**config.mk**
```make
export PLATFORM = sky130hd
export DESIGN_NAME = ctl_pause_multi
export DESIGN_NICKNAME = d
export VERILOG_FILES = /design/src/rtl/ctl_pkg.sv /design/src/rtl/ctl_debounce.sv /design/src/rtl/ctl_pause_multi.sv
export SDC_FILE = /design/constraint.sdc
export NUM_CORES = 1
export LEC_CHECK = 0
export ABC_AREA = 1
export BUFFER_PORTS_ARGS = -buffer_cell sky130_fd_sc_hd__buf_2
export CORE_ASPECT_RATIO = 0.7
export CORE_MARGIN = 2
export CORE_UTILIZATION = 45
export CTS_BUF_LIST = sky130_fd_sc_hd__clkbuf_4
export DETAILED_ROUTE_END_ITERATION = 10
export GPL_ROUTABILITY_DRIVEN = 0
export PLACE_DENSITY_LB_ADDON = 0.2
export SLEW_MARGIN = 0
export SYNTH_ARGS = -nofsm -noshare
export SYNTH_HDL_FRONTEND = slang
export SYNTH_SLANG_ARGS = --single-unit
```
**constraint.sdc**
```tcl
create_clock -name clk -period 2.32 [get_ports clk]
set_clock_uncertainty 0.05 [all_clocks]
set_input_delay 0 -clock clk [delete_from_list [all_inputs] [get_ports clk]]
set_output_delay 0 -clock clk [all_outputs]
set_load 0.01 [all_outputs]
```
**src/rtl/ctl_pkg.sv**
```systemverilog
// Shared pause-control types used by the pause controller, player-link and HUD blocks.
package ctl_pkg;

  typedef enum logic [1:0] {
    REASON_NONE   = 2'd0,
    REASON_LOCAL  = 2'd1,
    REASON_REMOTE = 2'd2,
    REASON_RELOAD = 2'd3
  } pause_reason_t;

  typedef enum logic {
    ST_RUN    = 1'b0,
    ST_RELOAD = 1'b1
  } pause_state_t;

  // Fixed-priority pause source: local beats remote beats reload.
  function automatic pause_reason_t reason_sel(input logic local_req,
                                               input logic remote_any,
                                               input logic reloading);
    pause_reason_t r;
    if (local_req) begin
      r = REASON_LOCAL;
    end else if (remote_any) begin
      r = REASON_REMOTE;
    end else if (reloading) begin
      r = REASON_RELOAD;
    end else begin
      r = REASON_NONE;
    end
    return r;
  endfunction

endpackage

```
**src/rtl/ctl_debounce.sv**
```systemverilog
// Two-flop synchroniser followed by a stability counter; the output only
// follows the input after DEBOUNCE_CYCLES consecutive differing samples.
module ctl_debounce #(
  parameter int DEBOUNCE_CYCLES = 65000
) (
  input  logic clk,
  input  logic rst,
  input  logic in_raw,
  output logic out_db
);

  localparam int CW = $clog2(DEBOUNCE_CYCLES + 1);
  localparam logic [CW-1:0] CNT_LAST = CW'(DEBOUNCE_CYCLES - 1);

  logic          sync1_r;
  logic          sync2_r;
  logic          db_r;
  logic [CW-1:0] cnt_r;

  // Synchroniser chain and debounce counter.
  always_ff @(posedge clk) begin
    if (rst) begin
      sync1_r <= 1'b0;
      sync2_r <= 1'b0;
      db_r    <= 1'b0;
      cnt_r   <= '0;
    end else begin
      sync1_r <= in_raw;
      sync2_r <= sync1_r;
      if (sync2_r == db_r) begin
        cnt_r <= '0;
      end else if (cnt_r == CNT_LAST) begin
        db_r  <= ~db_r;
        cnt_r <= '0;
      end else begin
        cnt_r <= cnt_r + CW'(1);
      end
    end
  end

  assign out_db = db_r;

endmodule

```
**src/rtl/ctl_pause_multi.sv**
```systemverilog
// Pause controller merging a debounced local switch, remote player requests
// and a timed reload pause into one registered freeze level with its reason.
module ctl_pause_multi
  import ctl_pkg::*;
#(
  parameter int N_REMOTE        = 1,
  parameter int DEBOUNCE_CYCLES = 65000,
  parameter int RELOAD_CYCLES   = 6500000,
  parameter int TOGGLE_MODE     = 0
) (
  input  logic                clk,
  input  logic                rst,
  input  logic                sw_pause_raw,
  input  logic                no_ammo,
  input  logic [N_REMOTE-1:0] remote_pause,
  output logic                local_pause,
  output logic                pause,
  output logic [1:0]          pause_reason,
  output logic                reload_done
);

  localparam int TW = $clog2(RELOAD_CYCLES);
  localparam logic [TW-1:0] TIMER_LAST = TW'(RELOAD_CYCLES - 1);

  logic          db_s;
  logic          db_prev_r;
  logic          toggle_r;
  logic          local_req_s;
  logic          remote_any_s;
  logic          counting_s;
  logic          ammo_rise_s;
  logic          no_ammo_prev_r;

  pause_state_t  state_r;
  pause_state_t  state_nxt_s;
  logic [TW-1:0] timer_r;
  logic [TW-1:0] timer_nxt_s;
  logic          done_pend_r;
  logic          done_pend_nxt_s;

  logic          local_pause_r;
  logic          pause_r;
  pause_reason_t reason_r;
  logic          reload_done_r;
  logic          pause_nxt_s;
  pause_reason_t reason_nxt_s;

  ctl_debounce #(
    .DEBOUNCE_CYCLES(DEBOUNCE_CYCLES)
  ) u_debounce (
    .clk   (clk),
    .rst   (rst),
    .in_raw(sw_pause_raw),
    .out_db(db_s)
  );

  // Press detector for toggle mode; releases never touch the request.
  always_ff @(posedge clk) begin
    if (rst) begin
      db_prev_r <= 1'b0;
      toggle_r  <= 1'b0;
    end else begin
      db_prev_r <= db_s;
      if (db_s && !db_prev_r) begin
        toggle_r <= ~toggle_r;
      end
    end
  end

  // Local request source and shared pause qualifiers.
  always_comb begin
    local_req_s = 1'b0;
    if (TOGGLE_MODE != 0) begin
      local_req_s = toggle_r;
    end else begin
      local_req_s = db_s;
    end
    remote_any_s = |remote_pause;
    counting_s   = ~local_req_s & ~remote_any_s;
    ammo_rise_s  = no_ammo & ~no_ammo_prev_r;
  end

  // Reload FSM next state plus next values of the registered outputs.
  always_comb begin
    state_nxt_s     = state_r;
    timer_nxt_s     = timer_r;
    done_pend_nxt_s = 1'b0;
    case (state_r)
      ST_RUN: begin
        if (ammo_rise_s) begin
          state_nxt_s = ST_RELOAD;
          timer_nxt_s = '0;
        end else begin
          state_nxt_s = ST_RUN;
        end
      end
      ST_RELOAD: begin
        // A user or remote pause freezes the countdown.
        if (counting_s) begin
          if (timer_r == TIMER_LAST) begin
            state_nxt_s     = ST_RUN;
            timer_nxt_s     = '0;
            done_pend_nxt_s = 1'b1;
          end else begin
            timer_nxt_s = timer_r + TW'(1);
          end
        end else begin
          timer_nxt_s = timer_r;
        end
      end
      default: begin
        state_nxt_s = ST_RUN;
        timer_nxt_s = '0;
      end
    endcase
    pause_nxt_s  = local_req_s | remote_any_s | (state_r == ST_RELOAD);
    reason_nxt_s = reason_sel(local_req_s, remote_any_s, state_r == ST_RELOAD);
  end

  // State, timer and output registers.
  always_ff @(posedge clk) begin
    if (rst) begin
      state_r        <= ST_RUN;
      timer_r        <= '0;
      done_pend_r    <= 1'b0;
      no_ammo_prev_r <= 1'b0;
      local_pause_r  <= 1'b0;
      pause_r        <= 1'b0;
      reason_r       <= REASON_NONE;
      reload_done_r  <= 1'b0;
    end else begin
      state_r        <= state_nxt_s;
      timer_r        <= timer_nxt_s;
      done_pend_r    <= done_pend_nxt_s;
      no_ammo_prev_r <= no_ammo;
      local_pause_r  <= local_req_s;
      pause_r        <= pause_nxt_s;
      reason_r       <= reason_nxt_s;
      reload_done_r  <= done_pend_r;
    end
  end

  assign local_pause  = local_pause_r;
  assign pause        = pause_r;
  assign pause_reason = reason_r;
  assign reload_done  = reload_done_r;

endmodule
```
Word level (Yosys, flattened, before mapping)
Cells that the tools add are included.
- add/sub/neg operators: 2
- equal/unequal tests: 5
- mux-type cells: 12
- bitwise logic cells: 10
- reduce and logical (&&, ||, !) cells: 5
- operator list (kind ; count):
    $mux 23 ; 3
    $pmux 23 s2 ; 1
    $add 23x1->23 const B ; 1
    $eq 23x23->1 const B ; 1
    $add 16x1->16 const B ; 1
    $eq 16x16->1 const B ; 1
    $not 1->1 ; 6
    $reduce_or 3->1 ; 2
    $mux 1 ; 5
    $mux 2 ; 2
    $ne 2x2->1 const B ; 2
    $reduce_and 2->1 ; 2
    $and 1x1->1 ; 2
    $or 1x1->1 ; 2
    $pmux 1 s2 ; 1
    $reduce_or 2->1 ; 1
    $eq 1x1->1 ; 1
- flip-flop bits (word level): 50
- word-level logic and storage cells: 47

Depth between registers and ports, before layout
Gate-level depths: netlist (run 1).
- depth after elaboration: 4
- depth in mapped cells: 11
- mapped depth without buffers: 10

Cells and area by module
From an unflattened synthesis (run 1), not the netlist that was laid out.
- cells, all modules: 437
- area, all modules: 2826.5 um^2
- modules (own cells, without submodules) (module ; times used ; cells each ; area an instance (um^2) ; sequential area each (um^2)):
    ctl_pause_multi ; 1 ; 291 ; 1814.2 ; 620.6
    ctl_debounce ; 1 ; 146 ; 1012.2 ; 380.4

Worst setup path before layout (run 1)
OpenSTA, ideal clock, no wires.
- path type: register -> register
- start: reg timer_r[1]
- end: reg timer_r[21]
- library setup time: 0.132 ns
- arrival time: 1.302 ns
- path slack: 0.836 ns
- stages on the path, launching flop included: 12
- buffers on the path: 1
- clock period less this slack: 1.484 ns
- path through: dfxtp_1 ha_1 nand2_1 nor2_4 inv_2 nor2_2 nand2_1 nand2_1 inv_2 buf_6 nand3_1 a21oi_1
- cells in the longest elaborated chain, start to end: 4
- elaborated cells between the ends (all ways): 5
- those cells by class: 1 x add/sub; 1 x eq/ne; 3 x mux
- RTL lines (element ; line ; source):
    from (decl) ; ctl_pause_multi.sv:36 ; logic [TW-1:0] timer_r;
    from (signal assigned) ; ctl_pause_multi.sv:133 ; timer_r <= timer_nxt_s;
    $add 23x1->23 or $eq 23x23->1 (tied branches) ; ctl_pause_multi.sv:105, ctl_pause_multi.sv:100 ;
    $mux 23 * ; ctl_pause_multi.sv:100 ; if (timer_r == TIMER_LAST) begin
    $mux 23 * ; ctl_pause_multi.sv:99 ; if (counting_s) begin
    $pmux 23 s2 * ; ctl_pause_multi.sv:88 ; case (state_r)
Every way passes the cells marked *; elsewhere a longest branch is shown, timed or not. The select of a mux whose other input is x is not followed.
A chain may end at the register's enable or synchronous reset.

Worst setup path in the final report (run 1)
- start: reg u_debounce.cnt_r[0]
- end: reg u_debounce.cnt_r[9]
- cells in the longest elaborated chain, start to end: 2
- elaborated cells between the ends (all ways): 3
- those cells by class: 1 x add/sub; 1 x eq/ne; 1 x reduce/logical
- RTL lines (element ; line ; source):
    from (decl) ; ctl_debounce.sv:18 ; logic [CW-1:0] cnt_r;
    from (signal assigned) ; ctl_debounce.sv:36 ; cnt_r <= cnt_r + CW'(1);
    branches (longest 2 deep; another with $add 16x1->16) ; n/a ;
Several ways; the timed one is not identified.

==> flow_summary_export.csv, run 1 <==
group,metric,value,unit
place,dp_cells,469,
floorplan,die_w,93.6,um
worst_hold_path,hp-class,"input port to flop",
pwr,vdd_drop_max,0.275,mV
worst_hold_path,worstHoldStart,"rst",
grt,grt_util_all_layers,0.200,
timing,period_minus_slack,1.75,ns
timing,setup_violations,0,
timing,fin_setup_tns,0,ns
yosys,ys_seq_area_frac,0.396,
setup_path,path_cells,"ha_1 -> nand2_1 -> inv_1 -> nand3_1 -> nor2_1 -> nand2_1 -> nand3_1 -> inv_1 -> o21ai_0 -> a21oi_1",
floorplan,ios,10,
routing,drt_iter0_markers,152,
final_layout,final_common_cell,"nand2_1",
routing,antenna_left,0,
routing,wl_per_cell,11.8,um
setup_path,r2r_slack,0.57,ns
job,maxCapViolCount,0,
clock_network,cts_tree,"done",
floorplan,rows,22,
grt,grt_pass1_vias,2173,
setup_path,rr_worst_depth,10,
clock_network,clock_path_buffers,2,
grt,grt_pass1_wl,9890,um
clock_network,h-tree-depth,2,
pwr,p_leak,0.982,nW
worst_hold_path,hold_path_depth,3,
final_layout,finalNonFillerCells,480,
routing,finalWirelength,5680,um
setup_path,cp.arrival,2.01,ns
timing,rsz0062_at_grt,"no",
routing,drc_errors,0,
clock_network,root_buffer,"clkbuf_4",
yosys,netlist_area,2530,um2
setup_path,cp.required,2.58,ns
routing,firstDrtPassIters,4,
yosys,synth_area_per_cell,6.47,um2
setup_path,cp-start-kind,"flop",
timing,worst_pin_slew,0.547,ns
routing,route.vias.total,2349,
place,dpl.hpwl,4190,um
routing,vias_per_cell,4.89,
timing,fin_crit_sh,0.755,
place,io_buffers,9,
setup_path,slowest_delay,0.36,ns
final_layout,most-common-layout-cells,"nand2_1 (106), nor2_1 (65), dfxtp_1 (50)",
grt,antenna_found_initial,0,
grt,grt_max_degree,23,
yosys,synth_fp_nets,398,
floorplan,start_util,0.474,
floorplan,die_y,66.7,um
yosys,ys_warn_count,0,
setup_path,reg2reg_to,"u_debounce.cnt_r[9]",
outcome,status,"completed",
yosys,yosysUniqueCellTypes,26,
timing,fmax,571,MHz
final_layout,nFillCells,560,
timing,relSlewSlack,0.635,
setup_path,critPathKind,"flop to flop",
clock_network,clk-insertion-delay-late,0.37,ns
clock_network,path_clk_slew,0.15,ns
pwr,power.density,532,nW/um2
final_layout,num_antenna_cells,0,
timing,drv_slew,0,
final_layout,post-route-util,0.518,
timing,finalHoldViolCount,0,
yosys,synth.ff_latch_count,50,
yosys,synthCells,391,
clock_network,cts_buffers,5,
final_layout,drive_gt1_frac,0.0907,
clock_network,cts_setup_buffers,0,
clock_network,clock_sinks,50,
worst_hold_path,hold_end,"no_ammo_prev_r",
final_layout,syn_to_final_growth,9.35,%
setup_path,critPathSlowestCell,"dfxtp_1",
floorplan,die_area,6240,um2
grt,gr-total-overflow,0,
final_layout,final_nets,414,
setup_path,crit_fanout,8,
setup_path,r2r_start,"u_debounce.cnt_r[0]",
floorplan,core,5340,um2
setup_path,crit_path_end_kind,"flop",
power breakdown:
group          internal [mW]  total [mW]  switching, mW
clock                  0.239       0.522          0.283
combinational         0.0242      0.0770         0.0527
sequential             0.868       0.873        0.00458
synth_stat cells:
| cell | count | area (um2) |
|---|---|---|
| nor2_4 | 1 | 11.3 |
| xor2_1 | 4 | 35.0 |
| o21ai_2 | 2 | 17.5 |
| clkbuf_1 | 3 | 11.3 |
| nor2_1 | 65 | 244 |
| o21ai_0 | 12 | 60.1 |
| o21bai_1 | 2 | 15.0 |
| nand3_1 | 21 | 105 |
| nor3_1 | 14 | 70.1 |
| inv_2 | 3 | 11.3 |
| a21oi_2 | 1 | 8.76 |
| nand2_1 | 106 | 398 |
| xnor2_1 | 4 | 35.0 |
| nand2_2 | 3 | 18.8 |
| inv_1 | 48 | 180 |
| a21oi_1 | 30 | 150 |
| nor2_2 | 4 | 25.0 |
| or2_2 | 1 | 6.26 |
| ha_1 | 2 | 25.0 |
| o21ai_1 | 2 | 10.0 |
| buf_6 | 2 | 22.5 |
| dfxtp_1 | 50 | 1000 |
| buf_2 | 3 | 15.0 |
| nand4_1 | 6 | 37.5 |
| nor4_1 | 1 | 6.26 |
| a221oi_1 | 1 | 8.76 |
through the flow:
stage	area, um2	setup WS (ns)	power (mW)	hold WS, ns
detailed placement	2650	0.590	0.963	0.170
global route	2770	0.362	1.53	0.0518
CTS	2770	0.548	1.49	0.0249
global placement	2650	0.589	0.963	0.169
finish	2770	0.569	1.47	0.0428
floorplan	2530	0.836	0.941	0.0280
layer usage:
metal,GRT usage,vias to the layer above,wire length [um],share of wire
li1,-,1261,-,-
met1,0.307,1015,3160,0.56
met2,0.281,67,2070,0.36
met3,0.0419,6,406,0.071
met4,0.0525,0,48,0.0084
met5,0,-,0,0
state kept, by name, summed over array words and instances (netlist names):
signal	flops
timer_r	23
u_debounce.cnt_r	16
pause_reason	2
done_pend_r	1
local_pause	1
no_ammo_prev_r	1
pause	1
reload_done	1
state_r	1
u_debounce.out_db	1
u_debounce.sync1_r	1
u_debounce.sync2_r	1
area by class of cell:
cell class / instances / area [um2] / share of cell area
clock buffers: 6 / 45.0 / 0.0163
clock inverters: 2 / 37.5 / 0.0136
inverters: 51 / 191 / 0.0692
multi-input cells: 282 / 1290 / 0.466
flip-flops and latches: 50 / 1000 / 0.362
well taps: 72 / 90.1 / 0.0326
repair buffers: 17 / 113 / 0.0407
worst max-delay path, delay by kind of cell (launching register included):
family	cells	cell delay [ns]
and+or+nand+nor	5	0.57
DFF	1	0.36
buffers and inverters	2	0.28
AOI/OAI and AO/OA	2	0.22
adders and majority gates	1	0.21
logic make-up (layout without fill, tap and decap cells):
| group | after synthesis | after routing | synth area share |
|---|---|---|---|
| compound gates | 50 | 50 | 0.107 |
| flops | 50 | 50 | 0.396 |
| xor+xnor | 8 | 8 | 0.0277 |
| buf+inv | 59 | 76 | 0.0950 |
| simple gates | 222 | 222 | 0.365 |
| fa+ha+maj | 2 | 2 | 0.00989 |
what timing repair did:
item                                   4_1_cts  5_1_grt
gates resized for setup                      0        0
endpoints found under the hold margin        7        0
hold buffers                                 3        0
worst max path at each step:
| stage | from | cells after the start | to |
|---|---|---|---|
| 2_1_floorplan | timer_r[1] | 11 | timer_r[21] |
| 6_report | u_debounce.cnt_r[0] | 10 | u_debounce.cnt_r[9] |
| 5_1_grt | u_debounce.cnt_r[0] | 10 | u_debounce.cnt_r[9] |
| 3_3_place_gp | u_debounce.cnt_r[0] | 10 | u_debounce.cnt_r[9] |
| 3_5_place_dp | u_debounce.cnt_r[0] | 10 | u_debounce.cnt_r[9] |
| 4_1_cts | u_debounce.cnt_r[0] | 10 | u_debounce.cnt_r[9] |
No activity file was read; power rests on OpenSTA's default activity.
==> inputs of run 2 (changes only) <==
==> constraint.sdc (replaced) <==
create_clock -name clk -period 1.6 [get_ports clk]
set_clock_uncertainty 0.05 [all_clocks]
set_input_delay 0 -clock clk [delete_from_list [all_inputs] [get_ports clk]]
set_output_delay 0 -clock clk [all_outputs]
set_load 0.01 [all_outputs]
==> run 2 against run 1 <==
Against the previous run: critical path depth rose by 1; clock-buffer cell count is 1 lower; sequential power grew 44%; global-route usage rose by 1.2 points; first-iteration DRC count is 2.6% higher; final cell count is 5.8% higher; sequential share of layout area decreased by 3.9 points; highest routed layer unchanged; critical path type unchanged.
==> flow_summary_export.csv, run 2 (same netlist as run 1, synthesis figures left out) <==
group,metric,value,unit
clock_network,path_clk_slew,0.16,ns
job,maxCapViolCount,0,
clock_network,cts_buffers,5,
final_layout,most-common-layout-cells,"nand2_1 (95), nor2_1 (63), inv_1 (46)",
routing,drc_errors,0,
grt,grt_pass1_vias,2158,
pwr,p_leak,1.15,nW
setup_path,critPathKind,"flop to flop",
clock_network,cts_tree,"done",
final_layout,syn_to_final_growth,25.0,%
setup_path,cp.required,1.83,ns
final_layout,top_register,"timer_r",
final_layout,drive_gt1_frac,0.252,
pwr,power.density,643,nW/um2
timing,period_minus_slack,1.60,ns
floorplan,rows,22,
routing,maxUsedRoutingLayer,"met4",
routing,drt_iter0_markers,156,
setup_path,path_cells,"ha_4 -> nand2_4 -> nor2_4 -> inv_2 -> nor2_4 -> nand2_2 -> nand2_2 -> inv_4 -> clkbuf_16 -> o21ai_2 -> a21oi_1",
worst_hold_path,hp-class,"input port to flop",
routing,wl_met3,485,um
routing,antenna_left,0,
grt,gr-total-overflow,0,
grt,grt_pass1_wl,10300,um
timing,fin_worst_hold_slack,0.303,ns
final_layout,nFillCells,518,
routing,wl_per_cell,12.4,um
routing,route.vias.total,2482,
routing,finalWirelength,6310,um
timing,finalHoldViolCount,0,
floorplan,core,5340,um2
final_layout,final_cell_area,3160,um2
routing,firstDrtPassIters,4,
final_layout,ff_latch_area,1020,um2
floorplan,die_area,6240,um2
place,dpl.hpwl,4430,um
floorplan,die_y,66.7,um
final_layout,final_nets,442,
place,pre_cts_slack,-0.0315,ns
clock_network,clock_path_buffers,2,
timing,relSlewSlack,0.786,
clock_network,h-tree-depth,2,
setup_path,critPathSlowestCell,"dfxtp_2",
final_layout,final_common_cell,"nand2_1",
floorplan,die_w,93.6,um
final_layout,largest_reg_flops,23,
setup_path,cp-start-kind,"flop",
setup_path,crit_fanout,7,
setup_path,crit_path_end_kind,"flop",
clock_network,clock_sinks,50,
final_layout,post-route-util,0.592,
timing,rsz0062_at_grt,"yes",
grt,grt_util_all_layers,0.212,
floorplan,ios,10,
grt,grt_max_degree,23,
timing,worst_pin_slew,0.320,ns
timing,fin_crit_sh,0.999,
timing,setup_violations,0,
routing,drt-met1-wl,3350,um
outcome,status,"completed",
grt,antenna_found_initial,0,
place,io_buffers,9,
timing,fmax,626,MHz
timing,worst_slack,0.00200,ns
final_layout,num_antenna_cells,0,
final_layout,multi_input_area,1430,um2
clock_network,clk-insertion-delay-late,0.39,ns
routing,vias_per_cell,4.89,
timing,drv_slew,0,
pwr,vdd_drop_max,0.525,mV
floorplan,start_util,0.474,
pwr,total_power,2.03,mW
setup_path,cp.arrival,1.83,ns
routing,routed-wl-met2,2390,um
clock_network,root_buffer,"clkbuf_4",
place,post_dp_cell_area,2850,um2
setup_path,slowest_delay,0.39,ns
## run 2: where the power goes
group | switching (mW) | total (mW) | internal (mW)
sequential | 0.00712 | 1.26 | 1.26
combinational | 0.0916 | 0.162 | 0.0705
clock | 0.434 | 0.606 | 0.172
total | 0.533 | 2.03 | 1.50
## run 2: worst paths after layout
kind	start	to	slack [ns]	cells past startpoint
setup reg to reg	timer_r[0]	timer_r[8]	0.002	11
hold reg to reg	u_debounce.sync1_r	u_debounce.sync2_r	0.36	2
setup / recovery	timer_r[0]	timer_r[8]	0.002	11
hold / removal	sw_pause_raw	u_debounce.sync1_r	0.30	4
## run 2: timing repair
item | CTS | global route
endpoints found under the hold margin | 7 | 1
gates resized for setup | 3 | 51
pin swaps | 0 | 9
setup buffers | 0 | 3
gates cloned | 0 | 1
endpoints found under the setup margin | 21 | 36
hold buffers | 3 | 1
## run 2: final cells by class
cell class,instances,share of cell area
multi-input cells,282,0.453
flip-flops and latches,50,0.323
repair buffers,45,0.116
inverters,51,0.0613
well taps,72,0.0285
clock buffers,5,0.0119
clock inverters,3,0.00673
## run 2: worst max-delay path: cells and delay by family, from the launching register on
family                   cells  cell delay, ns
AO/OA/AOI/OAI                2            0.12
adder cells (fa/ha/maj)      1            0.15
AND/OR/NAND/NOR              5            0.49
buffers and inverters        3            0.30
flip-flops                   1            0.39
## run 2: metrics by stage
step,setup TNS [ns],instances
after floorplan,0,391
after global placement,0,492
after detailed placement,-0.0432,492
after CTS,0,503
after global routing,-0.999,508
final,0,508
## run 2: metal layers
layer	vias up	GRT usage
met2	73	0.288
met4	0	0.0652
met1	1079	0.331
li1	1322	-
met5	-	0
met3	8	0.0407
==> inputs of run 3 (changes only) <==
--- a/config.mk
+++ b/config.mk
@@ -8,7 +8,6 @@
 export ABC_AREA = 1
 export BUFFER_PORTS_ARGS = -buffer_cell sky130_fd_sc_hd__buf_2
 export CORE_ASPECT_RATIO = 0.7
-export CORE_MARGIN = 2
 export CORE_UTILIZATION = 45
 export CTS_BUF_LIST = sky130_fd_sc_hd__clkbuf_4
 export DETAILED_ROUTE_END_ITERATION = 10
==> run 3 against run 2 <==
Against the previous run: first-iteration DRC count increased by 7.1%; non-clock buffer count is 8 lower; fmax is 0.27% higher; die area shrank 5.1%; largest cell class unchanged; sequential share of layout area up 1.1 points; worst hold slack got worse by 0.27 ns; total power rose by 5.4%.
==> flow_summary_export.csv, run 3 (same netlist as run 1, synthesis figures left out) <==
group,metric,value,unit
place,post_dp_cell_area,2790,um2
setup_path,slowest_delay,0.36,ns
timing,fin_setup_tns,0,ns
setup_path,crit_path_end_kind,"flop",
place,dpl.hpwl,4200,um
floorplan,core,5310,um2
routing,drc_errors,0,
setup_path,critPathTopFamily,"simple AND/OR/NAND/NOR gates",
clock_network,clock_path_buffers,2,
timing,finalHoldViolCount,0,
clock_network,h-tree-depth,2,
floorplan,ios,10,
clock_network,path_clk_slew,0.14,ns
place,io_buffers,9,
grt,gr-total-overflow,0,
place,pre_cts_slack,-0.0847,ns
grt,grt_max_degree,23,
floorplan,die_y,64.7,um
final_layout,final_common_cell,"nand2_1",
timing,rsz0062_at_grt,"yes",
floorplan,die_w,91.6,um
clock_network,root_buffer,"clkbuf_4",
routing,route.vias.total,2434,
timing,drv_slew,0,
pwr,power.density,708,nW/um2
routing,firstDrtPassIters,4,
final_layout,final_nets,435,
routing,finalWirelength,5910,um
final_layout,num_antenna_cells,0,
clock_network,cts_tree,"done",
setup_path,worst-path-buf-inv,2,
setup_path,critPathKind,"flop to flop",
worst_hold_path,worstHoldStart,"rst",
routing,antenna_left,0,
timing,period_minus_slack,1.59,ns
final_layout,post-route-util,0.569,
setup_path,cp.required,1.79,ns
worst_hold_path,hp-class,"input port to flop",
floorplan,rows,22,
final_layout,top_register,"timer_r",
timing,relSlewSlack,0.794,
grt,busiest_layer,"met1",
floorplan,die_area,5930,um2
final_layout,finalNonFillerCells,501,
timing,worst_pin_slew,0.306,ns
final_layout,largest_reg_flops,23,
setup_path,cp-start-kind,"flop",
final_layout,syn_to_final_growth,19.6,%
routing,vias_per_cell,4.86,
setup_path,critPathSlowestCell,"dfxtp_1",
clock_network,cts_buffers,5,
setup_path,rr_worst_depth,10,
outcome,status,"completed",
setup_path,r2r_start,"timer_r[1]",
timing,fin_crit_sh,0.996,
final_layout,final_cell_area,3020,um2
grt,use_met3,0.0423,
timing,setup_violations,0,
grt,grt_util_all_layers,0.202,
grt,antenna_found_initial,0,
routing,wl_per_cell,11.8,um
pwr,vdd_drop_max,0.519,mV
job,maxCapViolCount,0,
setup_path,crit_fanout,11,
setup_path,cp.arrival,1.79,ns
grt,grt_use_met2,0.293,
timing,worst_slack,0.00633,ns
worst_hold_path,hold_end,"u_debounce.cnt_r[3]",
clock_network,clock_sinks,50,
place,dp_cells,487,
timing,fin_worst_hold_slack,0.0336,ns
grt,use_met1,0.304,
grt,grt_pass1_vias,2177,
pwr,total_power,2.14,mW
setup_path,reg2reg_to,"timer_r[6]",
final_layout,most-common-layout-cells,"nand2_1 (101), nor2_1 (61), inv_1 (46)",
clock_network,clk-insertion-delay-late,0.35,ns
final_layout,drive_gt1_frac,0.189,
grt,grt_pass1_wl,9630,um
setup_path,path_cells,"ha_2 -> nand2_4 -> nor2_4 -> inv_2 -> nor2_4 -> nand2_2 -> nand2_4 -> inv_8 -> nand3_1 -> a21oi_1",
timing,fmax,627,MHz
floorplan,start_util,0.476,
routing,drt_iter0_markers,167,
setup_path,r2r_slack,0.006,ns
pwr,p_leak,1.11,nW
worst_hold_path,hold_path_depth,6,
-- run 3: cell count changes in the layout (fill, tap and decap cells not counted), moves of 4 or more --
| cell | delta |
|---|---|
| a21oi_2 | -6 |
| dfxtp_2 | -6 |
| nand3_2 | -4 |
| a21oi_1 | +6 |
| dfxtp_1 | +7 |
| nand2_2 | -7 |
| nand2_1 | +6 |
| buf_4 | -5 |
-- run 3: worst max-delay path by stage --
stage                     startpoint          end  slack, ns  cells past startpoint
after floorplan           timer_r[1]  timer_r[21]       0.12                     11
after global placement    timer_r[0]  timer_r[18]      -0.02                     10
after detailed placement  timer_r[0]  timer_r[18]      -0.08                     10
after CTS                 timer_r[0]  timer_r[20]       0.03                      9
after global routing      timer_r[0]   timer_r[6]      -0.07                     10
final                     timer_r[1]   timer_r[6]      0.006                     10
-- run 3: final cells by class --
type,instances,area (um2)
Timing Repair Buffer,37,270
Multi-Input combinational cell,282,1370
Sequential cell,50,1010
Tap cell,72,90.1
Fill cell,529,2290
Clock buffer,6,45.0
Clock inverter,2,37.5
Inverter,51,199
Timing Repair inverter,1,8.76
-- run 3: worst register-to-register path, delay by kind of cell, from the launching register on --
family                     cells  cell delay (ns)
AOI/OAI and AO/OA              1             0.07
adders and majority gates      1             0.21
and+or+nand+nor                6             0.65
buffers and inverters          2             0.13
DFF                            1             0.36
-- run 3: routing by layer --
metal	vias up	wire, um
li1	1299	-
met1	1086	3260
met4	0	30
met5	-	0
met2	45	2360
met3	4	260
-- run 3: what timing repair did --
action | 4_1_cts | 5_1_grt
hold endpoints to repair | 6 | 0
pin swaps | 0 | 6
buffers inserted | 0 | 2
gates resized for setup | 4 | 32
cloned | 0 | 1
hold buffers | 3 | 0
endpoints found under the setup margin | 21 | 37
-- run 3: where the power goes --
part / internal (mW) / switching, mW / leakage, nW
registers: 1.26 / 0.00638 / 0.407
clock network: 0.347 / 0.399 / 0.0419
logic: 0.0461 / 0.0845 / 0.663
